===== config.mk =====
export PLATFORM = sky130hd
export DESIGN_NAME = ser2par_loader
export DESIGN_NICKNAME = d
export VERILOG_FILES = /design/src/rtl/ser2par_pkg.sv /design/src/rtl/ser2par_bitcnt.sv /design/src/rtl/ser2par_loader.sv
export SDC_FILE = /design/constraint.sdc
export NUM_CORES = 1
export LEC_CHECK = 0
export CAP_MARGIN = 20
export CORE_MARGIN = 2
export CORE_UTILIZATION = 58
export DETAILED_ROUTE_END_ITERATION = 7
export PLACE_DENSITY_LB_ADDON = 0.08
export RECOVER_POWER = 100
export SETUP_SLACK_MARGIN = 0.05
export SLEW_MARGIN = 10
export SYNTH_ARGS = -nofsm -noshare
export SYNTH_HDL_FRONTEND = slang
export SYNTH_SLANG_ARGS = --single-unit

===== constraint.sdc =====
create_clock -name clk -period 6.7 [get_ports clk]
set_input_delay 1.34 -clock clk [delete_from_list [all_inputs] [get_ports clk]]
set_output_delay 1.34 -clock clk [all_outputs]
set_load 0.02 [all_outputs]

===== src/rtl/ser2par_pkg.sv =====
// Shared types and constants for the ser2par_loader serial-to-parallel front end.
package ser2par_pkg;

   localparam logic [1:0] ST_IDLE  = 2'd0;
   localparam logic [1:0] ST_SHIFT = 2'd1;
   localparam logic [1:0] ST_PAR   = 2'd2;

   typedef enum logic [1:0] {
      IDLE  = ST_IDLE,
      SHIFT = ST_SHIFT,
      PAR   = ST_PAR
   } state_t;

   // Bit-counter width for an n-bit word; at least one bit for tiny widths.
   function automatic int cnt_width(input int n);
      return (n < 2) ? 1 : $clog2(n);
   endfunction

endpackage


===== src/rtl/ser2par_bitcnt.sv =====
// Received-bit counter: clear wins over increment; last flags the final data bit.
module ser2par_bitcnt #(
   parameter int N  = 30,
   parameter int CW = 5
) (
   input  logic clk,
   input  logic reset,
   input  logic clr,
   input  logic inc,
   output logic last
);

   logic [CW-1:0] count_reg;

   always_ff @(posedge clk or posedge reset) begin
      if (reset) begin
         count_reg <= '0;
      end else if (clr) begin
         count_reg <= '0;
      end else if (inc) begin
         count_reg <= count_reg + CW'(1);
      end
   end

   assign last = (count_reg == CW'(N - 1));

endmodule


===== src/rtl/ser2par_loader.sv =====
// Assembles an N-bit word from an LSB-first serial stream framed by start pulses.
// Define SER2PAR_PARITY_CHECK_EN to require a trailing even-parity bit per frame.
module ser2par_loader
   import ser2par_pkg::*;
#(
   parameter int N  = 30,
   parameter int CW = cnt_width(N)
) (
   input  logic         clk,
   input  logic         reset,
   input  logic         start,
   input  logic         sin_valid,
   input  logic         sin_data,
   output logic [N-1:0] d_out,
   output logic         en_out,
   output logic         busy,
   output logic         frame_err
);

   state_t       state_reg, state_next;
   logic [N-1:0] sr_reg, sr_next;
   logic [N-1:0] d_reg, d_next;
   logic [N-1:0] shifted;
   logic         en_reg, en_next;
   logic         err_reg, err_next;
   logic         busy_reg;
   logic         cnt_clr, cnt_inc, cnt_last;

   assign shifted = {sin_data, sr_reg[N-1:1]};

   ser2par_bitcnt #(.N(N), .CW(CW)) u_bitcnt (
      .clk   (clk),
      .reset (reset),
      .clr   (cnt_clr),
      .inc   (cnt_inc),
      .last  (cnt_last)
   );

   always_ff @(posedge clk or posedge reset) begin
      if (reset) begin
         state_reg <= IDLE;
         sr_reg    <= '0;
         d_reg     <= '0;
         en_reg    <= 1'b0;
         err_reg   <= 1'b0;
         busy_reg  <= 1'b0;
      end else begin
         state_reg <= state_next;
         sr_reg    <= sr_next;
         d_reg     <= d_next;
         en_reg    <= en_next;
         err_reg   <= err_next;
         busy_reg  <= (state_next != IDLE);
      end
   end

   always_comb begin
      state_next = state_reg;
      sr_next    = sr_reg;
      d_next     = d_reg;
      en_next    = 1'b0;
      err_next   = 1'b0;
      cnt_clr    = 1'b0;
      cnt_inc    = 1'b0;
      case (state_reg)
         IDLE: begin
            if (start) begin
               state_next = SHIFT;
               sr_next    = '0;
               cnt_clr    = 1'b1;
            end
         end
         SHIFT: begin
            // A restart outranks a data bit arriving in the same cycle.
            if (start) begin
               err_next = 1'b1;
               sr_next  = '0;
               cnt_clr  = 1'b1;
            end else if (sin_valid) begin
               sr_next = shifted;
               if (cnt_last) begin
                  cnt_clr = 1'b1;
`ifdef SER2PAR_PARITY_CHECK_EN
                  state_next = PAR;
`else
                  state_next = IDLE;
                  d_next     = shifted;
                  en_next    = 1'b1;
`endif
               end else begin
                  cnt_inc = 1'b1;
               end
            end
         end
`ifdef SER2PAR_PARITY_CHECK_EN
         PAR: begin
            if (start) begin
               state_next = SHIFT;
               err_next   = 1'b1;
               sr_next    = '0;
               cnt_clr    = 1'b1;
            end else if (sin_valid) begin
               // Even parity: data ones plus the parity bit must be even.
               state_next = IDLE;
               if ((^sr_reg) == sin_data) begin
                  d_next  = sr_reg;
                  en_next = 1'b1;
               end else begin
                  err_next = 1'b1;
               end
            end
         end
`endif
         default: begin
            state_next = IDLE;
         end
      endcase
   end

   assign d_out     = d_reg;
   assign en_out    = en_reg;
   assign busy      = busy_reg;
   assign frame_err = err_reg;

endmodule


==> flow_metrics.env, run 1 <==
export IMPL_crit_top_cell="clkbuf_1"
export IMPL_pwr_density_cell_nw_per_um2=215.0
export IMPL_multiInputGateArea_um2=1045
export IMPL_leakage_nw=1.680
export IMPL_syn_num_nets=254
export IMPL_core_area_um2=4786
export IMPL_grt_overflow_total=0
export IMPL_finalSetupTns_ps=0
export IMPL_path_delay_family="buffers and inverters"
export IMPL_dieHeight_um=74.69
export IMPL_final_cell_mix="dfrtp_1, dlygate4sd3_1, o21ai_0, nand2_1, o31ai_1"
export IMPL_min_period_ps=4752
export IMPL_whs_ps=482.7
export IMPL_regArea_um2=1728
export IMPL_pin_count=38
export IMPL_cts_tree="done"
export IMPL_grt_pass1_vias=1865
export IMPL_hold_path_end="d_out[5]"
export IMPL_slew_limit_headroom=-0.2120
export IMPL_clock_latency_ps=330
export IMPL_dieArea_um2=5578
export IMPL_worst_path_max_delay_cell="clkbuf_1"
export IMPL_ctsResizeCount=0
export IMPL_die_x_um=74.69
export IMPL_path_class="in -> reg"
export IMPL_reg2reg_depth=5
export IMPL_worst_hold_path_type="reg -> reg"
export IMPL_via_per_inst=5.776
export IMPL_mostFrequentLayoutCell="dfrtp_1"
export IMPL_seq_area_frac_synth=0.5959
export IMPL_dpl_instance_area_um2=3296
export IMPL_max_freq_mhz=210.4
export IMPL_first_pass_iters=4
export IMPL_syn_area_per_cell_um2=11.73
export IMPL_port_buffers=37
export IMPL_violations="capacitance limit, slew limit"
export IMPL_routed_wl_mm=5.140
export IMPL_hold_buffers=0
export IMPL_drive_gt1_frac=0.06050
export IMPL_cp_max_fo=29
export IMPL_run_status="finished, violations left"
export IMPL_syn_inst=247
export IMPL_track_usage=0.2086
export IMPL_rsz0062_at_grt="false"
export IMPL_antenna_found_initial=0
export IMPL_drc_errors=0
export IMPL_final_nets=285
export IMPL_worstHoldStart="d_out[5]"
export IMPL_drt_iter0_drc=138
export IMPL_cts_sinks=69
export IMPL_regToRegSetupSlack_ps=2730
export IMPL_routedWlPerCell_um=14.77
export IMPL_crit_required_ps=6910
export IMPL_grt_pass1_wl_mm=8.790
export IMPL_rr_startpoint="state_reg[1]"
export IMPL_max_stage_delay_ps=910
export IMPL_grt_max_degree=70
export IMPL_cts_buffers=9
export IMPL_hpwl_mm=3.146
export IMPL_largest_reg_flops=30
export IMPL_finalHoldViolCount=0
export IMPL_final_setup_viol_count=0
export IMPL_ant_nets=0
export IMPL_worstMarginPinSlew_ps=1818
export IMPL_finalPower_mw=0.7398
export IMPL_num_fill_cells=360
export IMPL_path_clk_slew_ps=70
export IMPL_gp_congestion=0.8919
export IMPL_timing_rr_end="d_out[21]"
export IMPL_crit_buf_inv=3
export IMPL_finalCritPeriodShare=0.7093
export IMPL_critPathCaptureType="register"
export IMPL_finalMaxSlewViolations=29
export IMPL_h_tree_depth=3
export IMPL_ys_ff_latch=69
export IMPL_postLayoutCellArea_um2=3441
export IMPL_post_cts_buffers=0
export IMPL_ys_warn_count=0
export IMPL_ys_types=26
export IMPL_fin_skew_ps=8.844
export IMPL_start_util=0.6055
export IMPL_arrival_ps=4960
export IMPL_crit_chain="dlygate4sd3_1, nor3b_1, clkbuf_1, nand3_1, clkbuf_1, mux2_1"
export IMPL_syn_cell_area_um2=2898
export IMPL_cts_root_buffer="clkbuf_8"
export IMPL_drv_cap=1
export IMPL_cp_start_kind="input pin"
export IMPL_min_path_cells=1
export IMPL_max_vdd_ir_drop_v=0.0001616
export IMPL_antennaDiodeCount=0
export IMPL_via_count=2010
export IMPL_syn_to_final_growth_pct=18.74
export IMPL_rows=25
export IMPL_ctsLongestPathBuffers=2
stage by stage:
step / setup slack [ps] / util / instances
after floorplan: 3620 / - / 247
after global placement: 2835 / 0.6886 / 333
after detailed placement: 2767 / 0.6886 / 333
after CTS: 3122 / 0.7231 / 347
after global routing: 1548 / 0.7190 / 348
final: 1948 / 0.7190 / 348
worst max-delay path by stage:
stage / slack, ps / to / cells past startpoint / from
2_1_floorplan: 3620 / busy / 1 / reset
3_3_place_gp: 2830 / d_out[26] / 6 / start
3_5_place_dp: 2770 / d_out[13] / 6 / start
4_1_cts: 3120 / d_out[21] / 6 / start
5_1_grt: 1550 / d_out[22] / 6 / start
6_report: 1950 / d_out[21] / 6 / start
cell type report:
type,count,area share
flip-flops and latches,69,0.5022
repair buffers,41,0.1131
clock inverters,2,0.002909
multi-input cells,149,0.3036
well taps,67,0.02436
clock buffers,12,0.04509
inverters,8,0.008727
cells in the mapped netlist:
cell type | n | area (µm²)
or4_1 | 2 | 15.01
or3b_1 | 1 | 8.760
a221oi_1 | 1 | 8.760
inv_1 | 8 | 30.03
clkbuf_1 | 12 | 45.04
buf_2 | 8 | 40.04
and4_1 | 1 | 8.760
nand3_1 | 3 | 15.01
nor3_1 | 1 | 5.000
or4b_1 | 2 | 20.02
mux2_2 | 2 | 22.52
a21oi_1 | 4 | 20.02
a22oi_1 | 4 | 30.03
conb_1 | 1 | 3.750
o41ai_1 | 4 | 35.03
o31ai_1 | 29 | 217.7
ha_1 | 2 | 25.02
nor3b_1 | 1 | 7.510
mux2_1 | 28 | 315.3
nor4bb_1 | 1 | 10.01
o21ai_0 | 31 | 155.2
nand4_1 | 1 | 6.260
nand2_1 | 29 | 108.9
and3_1 | 1 | 6.260
dfrtp_1 | 69 | 1727
buf_6 | 1 | 11.26
logic make-up (layout without fill, tap and decap cells):
family                   after synthesis  count (layout)  share of synthesized area
AO/OA/AOI/OAI                         73              73                     0.1611
flip-flops                            69              69                     0.5959
AND/OR/NAND/NOR                       43              43                    0.07297
multiplexers                          30              30                     0.1166
buffers and inverters                 29              63                    0.04361
adder cells (fa/ha/maj)                2               2                   0.008634
other                                  1               1                   0.001294
power breakdown:
| group | total [mW] | internal [mW] | switching (mW) | leakage (nW) |
|---|---|---|---|---|
| sequential | 0.426 | 0.419 | 0.00671 | 0.957 |
| clock | 0.286 | 0.149 | 0.137 | 0.0881 |
| combinational | 0.0279 | 0.00607 | 0.0218 | 0.635 |
| total | 0.740 | 0.574 | 0.165 | 1.68 |
routing by layer:
layer | global-route usage | up-vias | wire (µm)
met4 | 0.07341 | 0 | 20
li1 | - | 954 | -
met5 | 0 | - | 0
met1 | 0.2945 | 1008 | 2409
met2 | 0.3206 | 44 | 2490
met3 | 0.05087 | 4 | 221
Power figures use the tool's default switching activity.
==> run 2: changes to the inputs <==
--- a/config.mk
+++ b/config.mk
@@ -7,7 +7,7 @@
 export LEC_CHECK = 0
 export CAP_MARGIN = 20
 export CORE_MARGIN = 2
-export CORE_UTILIZATION = 58
+export CORE_UTILIZATION = 54
 export DETAILED_ROUTE_END_ITERATION = 7
 export PLACE_DENSITY_LB_ADDON = 0.08
 export RECOVER_POWER = 100
==> constraint.sdc (replaced) <==
create_clock -name clk -period 4.4 [get_ports clk]
set_input_delay 0.88 -clock clk [delete_from_list [all_inputs] [get_ports clk]]
set_output_delay 0.88 -clock clk [all_outputs]
set_load 0.02 [all_outputs]
==> flow_metrics.env, run 2 (synthesis results as in run 1) <==
export IMPL_run_status="complete, no violations"
export IMPL_reg2reg_depth=6
export IMPL_dieArea_um2=5968
export IMPL_cp_startpoint="start"
export IMPL_path_delay_family="buffers and inverters"
export IMPL_cts_buffers=9
export IMPL_final_nets=286
export IMPL_crit_chain="dlygate4sd3_1, nor3b_2, clkbuf_1, nand3_1, buf_4, mux2_1"
export IMPL_worstMarginPinSlew_ps=1224
export IMPL_worstHoldStart="d_out[8]"
export IMPL_die_x_um=77.26
export IMPL_rows=26
export IMPL_cp_max_fo=31
export IMPL_utilization=0.6835
export IMPL_cts_root_buffer="clkbuf_8"
export IMPL_crit_buf_inv=3
export IMPL_worst_hold_path_type="reg -> reg"
export IMPL_final_cell_mix="dfrtp_1, dlygate4sd3_1, o21ai_0, nand2_1, o31ai_1"
export IMPL_core_area_um2=5140
export IMPL_drv_cap=0
export IMPL_finalSetupTns_ps=0
export IMPL_crit_required_ps=4610
export IMPL_worst_path_max_delay_cell="clkbuf_1"
export IMPL_grt_pass1_wl_mm=9.266
export IMPL_slew_limit_headroom=0.1840
export IMPL_mostFrequentLayoutCell="dfrtp_1"
export IMPL_leakage_nw=1.718
export IMPL_antenna_found_initial=0
export IMPL_clock_latency_ps=340
export IMPL_cp_start_kind="input pin"
export IMPL_post_cts_buffers=0
export IMPL_grt_max_degree=65
export IMPL_drive_gt1_frac=0.07746
export IMPL_gp_congestion=0.8147
export IMPL_rsz0062_at_grt="false"
export IMPL_cts_tree="done"
export IMPL_dieHeight_um=77.26
export IMPL_arrival_ps=3490
export IMPL_grt_overflow_total=0
export IMPL_ctsLongestPathBuffers=2
export IMPL_regToRegSetupSlack_ps=1660
export IMPL_final_setup_viol_count=0
export IMPL_ant_nets=0
export IMPL_min_path_cells=1
export IMPL_finalMaxSlewViolations=0
export IMPL_ctsResizeCount=0
export IMPL_finalCritPeriodShare=0.7452
export IMPL_path_clk_slew_ps=70
export IMPL_pwr_density_cell_nw_per_um2=352.2
export IMPL_port_buffers=37
export IMPL_max_vdd_ir_drop_v=0.0001969
export IMPL_min_period_ps=3279
export IMPL_drc_errors=0
export IMPL_cts_sinks=69
export IMPL_hold_buffers=0
export IMPL_finalHoldViolCount=0
export IMPL_start_util=0.5638
export IMPL_hold_path_end="d_out[8]"
export IMPL_max_stage_delay_ps=920
export IMPL_timing_rr_end="d_out[7]"
export IMPL_antennaDiodeCount=0
export IMPL_fin_skew_ps=8.747
export IMPL_critPathCaptureType="register"
export IMPL_h_tree_depth=3
export IMPL_hpwl_mm=3.044
export IMPL_via_per_inst=5.590
export IMPL_syn_to_final_growth_pct=21.24
export IMPL_first_pass_iters=4
export IMPL_routed_wl_mm=5.152
export IMPL_grt_pass1_vias=1965
export IMPL_largest_reg_flops=30
export IMPL_via_count=1979
export IMPL_track_usage=0.1957
export IMPL_rr_startpoint="state_reg[1]"
export IMPL_max_freq_mhz=305.0
export IMPL_path_class="in -> reg"
export IMPL_routedWlPerCell_um=14.55
export IMPL_drt_iter0_drc=181
export IMPL_pin_count=38
## run 2: through the flow
stage	hold slack [ps]	setup slack [ps]	power [mW]	cell area, µm²	instances
global route	504.6	889.5	1.283	3513	354
CTS	495.7	1878	1.251	3520	354
floorplan	451.2	1780	0.6904	2898	247
finish	486.2	1121	1.237	3513	354
global placement	469.3	1578	0.7066	3313	338
detailed placement	477.9	1526	0.7077	3313	338
## run 2: final cells by class
cell class / count / area, µm²
tap: 70 / 87.58
inverter: 8 / 30.03
clock inverter: 5 / 75.07
timing repair buffer: 42 / 401.6
fill: 418 / 1627
sequential: 69 / 1727
clock buffer: 11 / 131.4
multi-input combinational: 149 / 1061
## run 2: power breakdown
part / total, mW / leakage (nW) / internal (mW) / switching (mW)
combinational: 0.0519 / 0.653 / 0.0106 / 0.0413
sequential: 0.641 / 0.958 / 0.638 / 0.00353
clock: 0.544 / 0.107 / 0.317 / 0.227
total: 1.24 / 1.72 / 0.965 / 0.272
## run 2: worst max path at each step
stage / endpoint / slack (ps) / cells after the start
after floorplan: busy / 1780 / 1
after global placement: d_out[15] / 1580 / 6
after detailed placement: d_out[7] / 1530 / 6
after CTS: d_out[7] / 1880 / 6
after global routing: d_out[7] / 890 / 6
final: d_out[7] / 1120 / 6
## run 2: worst register-to-register path: stages (launching register included)
cell	delay [ps]
dfrtp_1	360
buf_4	290
nor3b_2	210
clkbuf_1	920
nand3_1	150
buf_4	320
mux2_1	380
## run 2: routing by layer
metal	vias up	global-route usage	wire length (µm)
li1	954	-	-
met1	975	0.2724	2488
met2	39	0.2974	2367
met3	11	0.03882	185
met4	0	0.09107	110
met5	-	0	0
==> run 3: changes to the inputs <==
==> constraint.sdc (replaced) <==
create_clock -name clk -period 3.41 [get_ports clk]
set_input_delay 0.682 -clock clk [delete_from_list [all_inputs] [get_ports clk]]
set_output_delay 0.682 -clock clk [all_outputs]
set_load 0.02 [all_outputs]
==> flow_metrics.env, run 3 (synthesis results as in run 1) <==
export IMPL_rows=26
export IMPL_cp_startpoint="sin_valid"
export IMPL_syn_to_final_growth_pct=20.60
export IMPL_largest_reg_flops=30
export IMPL_ctsLongestPathBuffers=2
export IMPL_h_tree_depth=3
export IMPL_dieArea_um2=5968
export IMPL_path_delay_family="compound AO/OA/AOI/OAI gates"
export IMPL_leakage_nw=1.704
export IMPL_cts_sinks=69
export IMPL_drc_errors=0
export IMPL_post_cts_buffers=0
export IMPL_worstMarginPinSlew_ps=1622
export IMPL_die_x_um=77.26
export IMPL_clock_latency_ps=340
export IMPL_max_freq_mhz=379.1
export IMPL_pwr_density_cell_nw_per_um2=442.0
export IMPL_mostFrequentLayoutCell="dfrtp_1"
export IMPL_ant_nets=0
export IMPL_finalPower_mw=1.544
export IMPL_crit_chain="dlygate4sd3_1, a21oi_2, clkbuf_1, o21ai_0, o31ai_1"
export IMPL_cts_root_buffer="clkbuf_8"
export IMPL_grt_max_degree=70
export IMPL_crit_buf_inv=2
export IMPL_finalCritPeriodShare=0.7737
export IMPL_final_setup_viol_count=0
export IMPL_drt_iter0_drc=86
export IMPL_via_per_inst=5.666
export IMPL_dieHeight_um=77.26
export IMPL_crit_required_ps=3650
export IMPL_start_util=0.5638
export IMPL_arrival_ps=2880
export IMPL_final_nets=288
export IMPL_drv_cap=1
export IMPL_min_period_ps=2638
export IMPL_finalHoldViolCount=0
export IMPL_grt_pass1_vias=1923
export IMPL_routed_wl_mm=5.277
export IMPL_worst_hold_path_type="reg -> reg"
export IMPL_cp_max_fo=32
export IMPL_run_status="finished, violations left"
export IMPL_antenna_found_initial=0
export IMPL_grt_pass1_wl_mm=9.142
export IMPL_via_count=2017
export IMPL_violations="capacitance limit, slew limit"
export IMPL_ctsResizeCount=0
export IMPL_slew_limit_headroom=-0.08158
export IMPL_path_clk_slew_ps=70
export IMPL_hpwl_mm=3.312
export IMPL_cp_num_cells=5
export IMPL_cts_tree="done"
export IMPL_track_usage=0.1962
export IMPL_rsz0062_at_grt="false"
export IMPL_finalSetupTns_ps=0
export IMPL_final_cell_mix="dfrtp_1, dlygate4sd3_1, o21ai_0, nand2_1, o31ai_1"
export IMPL_grt_overflow_total=0
export IMPL_antennaDiodeCount=0
export IMPL_worstHoldStart="d_out[26]"
export IMPL_cp_endpoint="sr_reg[6]"
export IMPL_rr_startpoint="state_reg[1]"
export IMPL_fin_skew_ps=8.440
export IMPL_regToRegSetupSlack_ps=1000
export IMPL_critPathCaptureType="register"
export IMPL_port_buffers=37
export IMPL_routedWlPerCell_um=14.82
export IMPL_cts_buffers=9
export IMPL_worst_path_max_delay_cell="a21oi_2"
export IMPL_path_class="in -> reg"
export IMPL_cp_start_kind="input pin"
export IMPL_timing_rr_end="d_out[28]"
export IMPL_max_vdd_ir_drop_v=0.0002674
export IMPL_drive_gt1_frac=0.07343
export IMPL_gp_congestion=0.8113
export IMPL_max_stage_delay_ps=930
export IMPL_finalMaxSlewViolations=70
export IMPL_hold_buffers=0
export IMPL_core_area_um2=5140
export IMPL_first_pass_iters=4
export IMPL_reg2reg_depth=4
export IMPL_pin_count=38
[run 3: cell types whose count changed in the layout (fill, tap and decap cells not counted), sizes merged]
cell      previous run  this run
clkinvlp             0         1
clkbuf              13        16
inv                  8         7
bufinv               2         1
[run 3: how the worst min path moves through the flow]
stage / endpoint / cells after the start
floorplan: d_out[0] / 1
global placement: d_out[7] / 1
detailed placement: d_out[0] / 1
CTS: d_out[0] / 1
global route: d_out[6] / 1
finish: d_out[26] / 1
[run 3: layout make-up]
type                            count  area (µm²)
Sequential cell                    69        1727
Clock inverter                      4       47.55
Fill cell                         427        1645
Tap cell                           70       87.58
Timing Repair Buffer               44       409.1
Inverter                            8       30.03
Multi-Input combinational cell    149        1049
Clock buffer                       12       145.1
[run 3: per-stage QoR]
step | instance area, µm² | worst slack [ps] | utilization | hold WS, ps | instances
after CTS | 3521 | 1257 | 0.6850 | 488.7 | 356
after floorplan | 2898 | 988.1 | - | 451.2 | 247
final | 3495 | 771.8 | 0.6799 | 484.8 | 356
after global routing | 3495 | 582.2 | 0.6799 | 511.9 | 356
after detailed placement | 3328 | 901.8 | 0.6475 | 470.0 | 340
after global placement | 3328 | 918.8 | 0.6475 | 472.7 | 340
[run 3: worst register-to-register path, cell delays in order (launching register included)]
cell and delay (ps):
dfrtp_1 830, nor3b_1 140, nand3_1 170, clkbuf_1 730, mux2_2 420
[run 3: power breakdown]
| group | switching (mW) | internal, mW | leakage, nW |
|---|---|---|---|
| registers | 0.00842 | 0.823 | 0.958 |
| clock network | 0.295 | 0.356 | 0.0964 |
| logic | 0.0483 | 0.0138 | 0.650 |
| total | 0.352 | 1.19 | 1.70 |
[run 3: per-layer routing]
layer | wire (µm) | track usage | up-vias
li1 | - | - | 960
met1 | 2360 | 0.2538 | 999
met2 | 2542 | 0.3035 | 48
met3 | 265 | 0.04824 | 10
met4 | 109 | 0.1089 | 0
met5 | 0 | 0 | -
==> edit, RTL diff (config.mk and constraints of run 3) <==
Compare `count_reg` against `CW'(N - 1)` with >= in place of ==.
--- a/src/rtl/ser2par_bitcnt.sv
+++ b/src/rtl/ser2par_bitcnt.sv
@@ -24,3 +24,3 @@
 
-   assign last = (count_reg == CW'(N - 1));
+   assign last = (count_reg >= CW'(N - 1));
 
Check against the original RTL: no difference found for any inputs over 10 cycles, from zero or initial values and one cycle with reset high; that may be too few to reach the edited logic, so the function may still have changed.
==> edit against run 3 <==
- the run still ends with max-capacitance violations, max-slew violations left
- wire length down 5.8%
- area after synthesis is 1.0% lower
- register-to-register slack improved by 0.52 ns
- total power is 5.8% higher
- sequential cell count stayed put
- clock skew down 0.0011 ns
- worst setup slack gained 0.27 ns
- combinational power is 1% higher
- cell area down 3.0%
- synthesized cell count is 5.3% lower
- critical path type unchanged
- critical endpoint is now sr_reg[1]
==> edit: results (changes against run 3) <==
[outcome]
status = finished, violations left
violations = max-capacitance violations, max-slew violations

[place]
gp_congestion = 0.8287  ; +2.1%
placed_area_mm2 = 0.003299  ; -0.86%
pre_cts_ws_ns = 0.9685  ; +0.06670 ns
dp_hpwl_um = 3084  ; -6.9%

[power]
power-per-cell-area_mw_per_mm2 = 482.0  ; +9.1%

[final_layout]
drive_above_1_share_pct = 9.643  ; +2.3 points
nets = 282  ; -2.1%

[worst_setup_path]
arrival_ns = 2.65  ; -0.23 ns
slowest_stage = nor2_1
cp_max_fo = 17  ; -47%
critical-path-max-stage-delay_ns = 0.85  ; -0.08 ns
r2r_setup_slack_ns = 1.52  ; +0.52 ns

[routing]
drt_iter0_drc = 63  ; -27%
wl_per_cell_um = 14.20  ; -4.2%
viasPerCell = 5.231  ; -7.7%
wl_um = 4970  ; -5.8%

[synth]
avgSynthCellArea_um2 = 12.26  ; +4.5%
yosys-top-cells-area = dfrtp_1, mux2_4, nand2_1, nand3_1, buf_12
yosysSeqAreaShare_pct = 60.21  ; +0.62 points
synthDistinctLibCells = 30  ; +15%

[sta]
period_needed_ns = 2.371  ; -0.2672 ns
slew_viol_final = 70  ; unchanged
finalClockSkew_ns = 0.007376  ; -0.001064 ns

[flow_run]
max-cap-violations = 1  ; unchanged

[global_route]
grt_pass1_vias = 1790  ; -6.9%

-- edit: cell count changes in the layout (fill, tap and decap cells not counted), moves of 5 or more --
cell	delta
clkbuf_1	-5
o31ai_1	-29
nand3_1	+27
nand2_1	+29
o21ai_0	-28
-- edit: power breakdown --
| part | internal (W) | switching [W] |
|---|---|---|
| combinational | 0.0000172 | 0.0000456 |
| clock | 0.000430 | 0.000311 |
| sequential | 0.000824 | 0.00000631 |
-- edit: layout make-up --
| class | count | share of cell area (%) |
|---|---|---|
| Sequential cell | 69 | 50.92 |
| Multi-Input combinational cell | 149 | 27.12 |
| Timing Repair Buffer | 42 | 12.32 |
| Inverter | 4 | 0.4428 |
| Clock buffer | 10 | 4.059 |
| Tap cell | 70 | 2.583 |
| Clock inverter | 6 | 2.546 |
-- edit: metal layers --
metal / vias up / wire [um] / GRT usage, %
li1: 870 / - / -
met1: 906 / 2362 / 25.64
met2: 45 / 2285 / 28.33
met3: 10 / 206 / 3.176
met4: 0 / 116 / 10.91
met5: - / 0 / 0
-- edit: critical path, delay by kind of cell --
kind / cells / cell delay [ns]
AO/OA/AOI/OAI: 1 / 0.08
buffers and inverters: 2 / 0.85
AND/OR/NAND/NOR: 3 / 1.03
-- edit: final timing paths --
path	to	from	cells past startpoint
worst max-delay path	sr_reg[1]	start	6
worst min-delay path	d_out[17]	d_out[17]	1
worst max register to register	d_out[29]	u_bitcnt.count_reg[0]	6
worst min register to register	d_out[17]	d_out[17]	1
max in group asynchronous	sr_reg[29]	reset	3
min in group asynchronous	d_out[9]	reset	3
-- edit: cell families (layout without fill, tap and decap cells) --
| kind of cell | after synthesis | count (layout) | synth area share (%) |
|---|---|---|---|
| adders and majority gates | 2 | 2 | 0.8725 |
| DFF | 69 | 69 | 60.21 |
| xor gates and xnor gates | 2 | 2 | 0.6109 |
| buffers and inverters | 16 | 62 | 3.883 |
| AOI/OAI and AO/OA | 11 | 11 | 2.269 |
| other | 1 | 1 | 0.1308 |
| and+or+nand+nor | 103 | 103 | 16.45 |
| muxes | 30 | 30 | 15.58 |
-- edit: metrics by stage --
stage | total power (W) | hold WS [ns]
floorplan | 0.0008881 | 0.4390
global placement | 0.0009139 | 0.4664
detailed placement | 0.0009150 | 0.4818
CTS | 0.001654 | 0.4993
global route | 0.001688 | 0.5172
finish | 0.001634 | 0.4870
